[src/rtl/alu_rr_scheduler.sv]
// alu_rr_scheduler: two requesters share one 4-op ALU (AND/OR/ADD/SUB).
// Round-robin arbitration picks a winner whenever the single-entry result
// slot is free. The winner's result is registered with a carry/borrow flag
// and the requester id. A consumer drains the slot with valid/ready.
// A saturating counter per requester tracks accepted ops.
module alu_rr_scheduler #(
  parameter int W     = 4,
  parameter int CNT_W = 8
) (
  input  logic             clk,
  input  logic             reset,
  input  logic             v0,
  input  logic [1:0]       op0,
  input  logic [W-1:0]     a0,
  input  logic [W-1:0]     b0,
  output logic             rdy0,
  input  logic             v1,
  input  logic [1:0]       op1,
  input  logic [W-1:0]     a1,
  input  logic [W-1:0]     b1,
  output logic             rdy1,
  output logic             res_valid,
  output logic [W-1:0]     res,
  output logic             res_carry,
  output logic             res_id,
  input  logic             res_ready,
  output logic [CNT_W-1:0] cnt0,
  output logic [CNT_W-1:0] cnt1
);

  // prio_reg: requester favoured when both ask (0 after reset)
  logic             prio_reg;
  logic             res_valid_reg;
  logic [W-1:0]     res_reg;
  logic             res_carry_reg;
  logic             res_id_reg;
  logic [CNT_W-1:0] cnt_reg [2];

  logic             slot_free;
  logic             gnt0;
  logic             gnt1;
  logic             any_gnt;
  logic [1:0]       gnt_vec;
  logic [1:0]       sel_op;
  logic [W-1:0]     sel_a;
  logic [W-1:0]     sel_b;
  logic [W:0]       alu_wide;

  // Arbitration: accept only when the slot is empty or being drained now
  always_comb begin
    slot_free = !res_valid_reg || res_ready;
    gnt0      = slot_free && v0 && (!v1 || !prio_reg);
    gnt1      = slot_free && v1 && (!v0 || prio_reg);
    any_gnt   = gnt0 || gnt1;
    gnt_vec   = {gnt1, gnt0};
  end

  // Operand mux and ALU in W+1 bits; bit W is carry (ADD) or borrow (SUB)
  always_comb begin
    sel_op   = gnt1 ? op1 : op0;
    sel_a    = gnt1 ? a1  : a0;
    sel_b    = gnt1 ? b1  : b0;
    alu_wide = '0;
    case (sel_op)
      2'b00:   alu_wide = {1'b0, sel_a & sel_b};
      2'b01:   alu_wide = {1'b0, sel_a | sel_b};
      2'b10:   alu_wide = {1'b0, sel_a} + {1'b0, sel_b};
      default: alu_wide = {1'b0, sel_a} - {1'b0, sel_b};
    endcase
  end

  // Result slot: load on grant (overwrites a draining entry), clear valid on drain
  always_ff @(posedge clk or posedge reset) begin
    if (reset) begin
      res_valid_reg <= 1'b0;
      res_reg       <= '0;
      res_carry_reg <= 1'b0;
      res_id_reg    <= 1'b0;
    end else if (any_gnt) begin
      res_valid_reg <= 1'b1;
      res_reg       <= alu_wide[W-1:0];
      res_carry_reg <= alu_wide[W];
      res_id_reg    <= gnt1;
    end else if (res_ready) begin
      res_valid_reg <= 1'b0;
    end
  end

  // Round-robin pointer: favour the requester that did not just win
  always_ff @(posedge clk or posedge reset) begin
    if (reset) begin
      prio_reg <= 1'b0;
    end else if (any_gnt) begin
      prio_reg <= gnt0;
    end
  end

  // Per-requester saturating accept counters
  for (genvar gi = 0; gi < 2; gi++) begin : g_cnt
    // Count each accept of this requester, holding at all-ones
    always_ff @(posedge clk or posedge reset) begin
      if (reset) begin
        cnt_reg[gi] <= '0;
      end else if (gnt_vec[gi] && (cnt_reg[gi] != {CNT_W{1'b1}})) begin
        cnt_reg[gi] <= cnt_reg[gi] + CNT_W'(1);
      end
    end
  end

  assign rdy0      = gnt0;
  assign rdy1      = gnt1;
  assign res_valid = res_valid_reg;
  assign res       = res_reg;
  assign res_carry = res_carry_reg;
  assign res_id    = res_id_reg;
  assign cnt0      = cnt_reg[0];
  assign cnt1      = cnt_reg[1];

endmodule

[config.mk]
export PLATFORM = sky130hd
export DESIGN_NAME = alu_rr_scheduler
export DESIGN_NICKNAME = d
export VERILOG_FILES = /design/src/rtl/alu_rr_scheduler.sv
export SDC_FILE = /design/constraint.sdc
export NUM_CORES = 1
export LEC_CHECK = 0
export ABC_AREA = 1
export BUFFER_PORTS_ARGS = -buffer_cell sky130_fd_sc_hd__buf_2
export CORE_MARGIN = 3
export CORE_UTILIZATION = 40
export CTS_CLUSTER_DIAMETER = 40
export DETAILED_ROUTE_END_ITERATION = 12
export PLACE_DENSITY = 0.72
export SLEW_MARGIN = 10
export SYNTH_ARGS = -nofsm -noshare
export SYNTH_HDL_FRONTEND = slang
export SYNTH_SLANG_ARGS = --single-unit
[constraint.sdc]
create_clock -name clk -period 2.5 [get_ports clk]
set_clock_uncertainty 0.1 [all_clocks]
set_input_delay 0.125 -clock clk [delete_from_list [all_inputs] [get_ports clk]]
set_output_delay 0.125 -clock clk [all_outputs]
set_load 0.005 [all_outputs]
======== Yosys cells after proc, flatten, opt, wreduce, memory -nomap -nowiden ========
Cells that the tools add are included.
word-level totals
  bits in registers ....................... 24
  output and inout bits ................... 25
cells by class
  bitwise operators ....................... 2
  multiplexer cells ....................... 6
  equal/unequal tests ..................... 4
  $add $sub $neg .......................... 4
  reduce and logical (&&, ||, !) cells .... 16
operator list
  kind                                                  count
  adder 8 x 1 -> 8 bit (second input constant)          2
  inequality test 8 bit (second input constant)         2
  one-hot mux 5 bit (3 select lines)                    1
  two-way mux 4 bit                                     2
  logical AND 1 bit                                     6
  adder 4 x 4 -> 5 bit                                  1
  subtractor 4 x 4 -> 5 bit                             1
  AND 4 bit                                             1
  logical NOT 1 bit                                     4
  logical OR 1 bit                                      4
  bitwise OR 4 bit                                      1
  equality test 2 x 1 -> 1 bit (second input constant)  1
  equality test 2 bit (second input constant)           1
  logical NOT 2 bit                                     1
  two-way mux 1 bit                                     2
  two-way mux 2 bit                                     1
  nonzero test 2 bit                                    1

======== Longest topological paths before layout ========
  depth after elaboration ................. 7
  gate-level depth with buffers ........... 18

======== Least setup slack after synthesis ========
No wires, ideal clock.
  kind .................................... register to register
  start ................................... register res_valid_reg, in the netlist res_valid
  end ..................................... register res_reg[2], in the netlist res[2]
  period minus slack after synthesis ...... 2446 ps
  data arrival time ....................... 2233 ps
  slack ................................... 54 ps
  required time ........................... 2287 ps
  cell stages (with the launch flop) ...... 14
  path buffers ............................ 1
  setup time .............................. 113 ps
  cell sequence ........................... dfrtp_1 -> nand2_2 -> nand3_4 -> buf_6 -> nand2_1 -> nand2_1 -> ha_1 -> fa_1 -> or2_2 -> nand3_1 -> nand2_1 -> nand3b_1 -> nand2_1 -> inv_1
on the way
  word-level cells in the longest chain between the ends .. 7
RTL lines
  item                                                     RTL line  source
  start: declaration                                       33        logic res_valid_reg;
  start signal: assignment                                 75        res_valid_reg <= 1'b0;
  start signal: assignment                                 80        res_valid_reg <= 1'b1;
  start signal: assignment                                 85        res_valid_reg <= 1'b0;
  logical NOT 1 bit *                                      51        slot_free = !res_valid_reg || res_ready;
  logical OR 1 bit *                                       51
  logical AND 1 bit (2 in a row)                           53        gnt1 = slot_free && v1 && (!v0 || prio_reg);
  two-way mux 4 bit, or another cell as far along          61        sel_a = gnt1 ? a1 : a0;
  subtractor 4 x 4 -> 5 bit, or another cell as far along  68        default: alu_wide = {1'b0, sel_a} - {1'b0, sel_b};
  one-hot mux 5 bit (3 select lines)                       64        case (sel_op)
  end signal: assignment                                   81        res_reg <= alu_wide[W-1:0];
  end: declaration                                         34        logic [W-1:0] res_reg;
Every way passes the cells marked *; elsewhere a longest branch is shown, timed or not.
A chain may end at the register's enable or synchronous reset.

======== Worst setup path in the final report ========
  start ................................... register prio_reg
  end ..................................... register res_reg[2], in the netlist res[2]
on the way
  word-level cells in the longest chain between the ends .. 5
RTL lines
  item                                                     RTL line  source
  start: declaration                                       32        logic prio_reg;
  start signal: assignment                                 94        prio_reg <= gnt0;
  logical OR 1 bit                                         53
  logical AND 1 bit                                        53
  two-way mux 4 bit, or another cell as far along          61
  subtractor 4 x 4 -> 5 bit, or another cell as far along  68
  one-hot mux 5 bit (3 select lines)                       64
Several ways; a longest one is shown, not always the timed one.

==> results.md <==
* Mux share of post-synthesis cell area at 2.03%
* Crit. End Element: register
* Area contributors post-synth: dfrtp_1 (36%), nand2_1 (15%), inv_1 (8.6%), xor2_1 (5.8%), ha_1 (4.5%)
* Clock transition at path regs at 0.08 ns
* Die height at 70.6 um
* Slew headroom at 40.0%
* Element type at the critical path start: register
* Top-count cell post-synth: nand2_1
* Worst Path Required at 2.57 ns
* Slew Viols, Final at 0
* First-pass GRT wire length at between 6 and 7 mm
* Post-Synth Adder-Cell Area at 5.71%
* Total wire length at 3.64 mm
* Ports at 50
* Clock root cell: clkbuf_8
* Initial antenna violation count at 0
* Most frequent cells after synthesis: nand2_1 (67), inv_1 (38), dfrtp_1 (24), nand3_1 (15), xor2_1 (11)
* # DRC at 0
* Power Density at about 830 nW/um^2
* HP Start: res_ready
* R2r startpoint: prio_reg
* Status: complete, no violations
* Worst Reg-to-Reg Cells at 14
* Vias in the first global route at 1417
* Number of flops mapped to enable cells by yosys at 0
* Netlist Area Pre-Place at between 1500 and 2000 um^2
* Period utilization at 96.2%
* GPL Wtd Cong at 0.825
* H-Tree Depth at 1
* Synth area leader: dfrtp_1
* Antenna cell count at 0
* Hold path depth at 4
* Cell Rows at 22
* Overflow after GRT at 0
* Worst Path Arrival at 2.47 ns
* R2R Setup Slk at 0.09 ns
* Final-report hold violation count at 0
* Fraction of registers with async set/reset at 100%
* Synth cell types at 25
* Max Cap Viol at 0
* Post-synth top flop: dfrtp_1
* Die Width at 70.6 um
* Hold Path End: res_valid
* Hold WC Path Type: in2reg
* Xor/xnor cell area share of the yosys netlist at about 8.9%
* Synth Area in Simple Gates at 33.1%
* Via density at 4.68
* Top-area cell type share of the netlist area at 36.0%
* Crit path max fanout at 5
* Crit path time final at roughly 2.4 ns
* Worst setup path category: reg2reg
* Post-route cell area at 2190 um^2
* CTS sink cnt at 24
* Syn_nets at approximately 260
* Detailed placement HPWL at 2.86 mm
* First DRT Iteration DRCs at 73
* Setup TNS at 0 ns
* Hold_ws at about 0.083 ns
* Placed inst area at 2020 um^2
* Post-layout nets at between 300 and 400
* Clk_lat worst skew at 0.26 ns
* Compound-cell area share of the yosys netlist at about 4.1%
* Peak VDD IR at between 0.4 and 0.5 mV
* DR pass1 iterations at 6
* Die area at 4980 um^2
* Share of cells above drive strength 1 at 33.0%
* Antenna viol nets, final at 0
* Leak at about 1.2 nW
* GRT Resource Usage Total at 14.8%
* CTS tree: yes
* CTS buffer count at 3
* Layout Area Growth over Synthesis at 31.4%
* Yosys reg bits at 24
* Buffers on Ports at between 40 and 50
* Largest family of logic cells by synthesized area: simple AND/OR/NAND/NOR gates
* Clock Path Buffers at 2
* Starting density of the core at a little over two fifths
* Sequential area share after synthesis at approximately 36%
* Largest net degree at the start of global routing at 25
* DR WL/cell at 10.8 um
* Via count at 1571
* Synth Warn # at 0
* Fmax at between 400 and 500 MHz
* Core ar. at 3830 um^2
* Post-Syn Instances at around 220
* Worst-Margin Slew at 0.898 ns
* Worst R2R End: res[2]
* Setup violators final at 0
* Syn_area_per_cell at 7.47 um^2
cell usage in the layout (no fill, tap or decap), drive strengths merged:
| master | netlist | final |
|---|---|---|
| nand2 | 73 | 73 |
| buf | 2 | 61 |
| inv | 38 | 38 |
| dfrtp | 24 | 24 |
| nand3 | 16 | 17 |
| xor2 | 11 | 11 |
| nor2 | 10 | 10 |
| o21ai | 9 | 9 |
| nand4 | 7 | 7 |
| xnor2 | 6 | 6 |
| ha | 6 | 6 |
| or2 | 5 | 5 |
| nor3 | 5 | 5 |
| mux2 | 3 | 3 |
| clkbuf | 0 | 3 |
| a21oi | 2 | 2 |
| nand3b | 2 | 2 |
| o21bai | 1 | 1 |
| a31oi | 1 | 1 |
| clkinv | 1 | 1 |
| fa | 1 | 1 |
| bufinv | 0 | 1 |
| dlygate4sd3 | 0 | 1 |
critical path, cell delays in order, from the launching register on:
cell and delay (ns):
dfrtp_1 0.40, inv_2 0.08, nand2_4 0.07, buf_4 0.15, nand4_1 0.10, nand2_2 0.08
buf_4 0.15, xor2_2 0.18, fa_2 0.34, or2_2 0.30, nand3_1 0.09, nand2_1 0.04
nand3b_1 0.15, nand2_1 0.06, inv_1 0.03
layer usage:
| layer | vias up | share of wire (%) | GRT usage [%] | routed length [um] |
|---|---|---|---|---|
| met5 | - | 0 | 0 | 0 |
| met4 | 0 | 0.36 | 2.30 | 13 |
| met3 | 2 | 7.0 | 3.27 | 254 |
| met2 | 46 | 46 | 24.6 | 1670 |
| met1 | 698 | 47 | 20.4 | 1710 |
| li1 | 825 | - | - | - |
layout make-up:
type	count	area, um^2
inverter	39	151
timing repair buffer	62	345
fill	365	1640
clock inverter	1	30.0
multi-input combinational	159	961
tap	48	60.1
clock buffer	3	41.3
sequential	24	601
per-stage QoR:
step           setup slack, ns  instances  util [%]  total power (W)
6_report                0.0943        336      57.2          0.00183
5_1_grt                -0.0172        336      57.2          0.00200
4_1_cts                 0.0111        334      55.8          0.00180
3_5_place_dp          -0.00523        326      52.7          0.00144
3_3_place_gp            0.0613        326      52.7          0.00142
2_1_floorplan           0.0538        223         -          0.00115
worst max-delay path by stage:
stage / slack [ns] / end / from / depth (start not counted)
3_5_place_dp: -0.005 / res[3] / prio_reg / 17
2_1_floorplan: 0.05 / res[2] / res_valid / 13
6_report: 0.09 / res[2] / prio_reg / 14
5_1_grt: -0.02 / res_carry / prio_reg / 17
3_3_place_gp: 0.06 / res[2] / prio_reg / 14
4_1_cts: 0.01 / res[2] / res_valid / 13
what timing repair did:
action,CTS,global route
pin swaps,2,2
resized for setup,3,12
endpoints found under the hold margin,24,0
setup endpoints to repair,3,3
hold buffers,1,0
buffers inserted,2,2
cloned,1,0
logic make-up after synthesis:
kind of cell | count (synthesis)
buffers and inverters | 41
muxes | 3
and+or+nand+nor | 118
AOI/OAI and AO/OA | 13
xor gates and xnor gates | 17
DFF | 24
adders and majority gates | 7
report_power, final:
part | leakage, nW | switching (W) | internal, W | total [W]
Combinational | 0.921 | 0.000445 | 0.000399 | 0.000843
Sequential | 0.291 | 0.000121 | 0.000527 | 0.000648
Clock | 0.0357 | 0.000122 | 0.000214 | 0.000336
Total | 1.25 | 0.000687 | 0.00114 | 0.00183
Note: power is estimated with default switching activity, not from simulation.
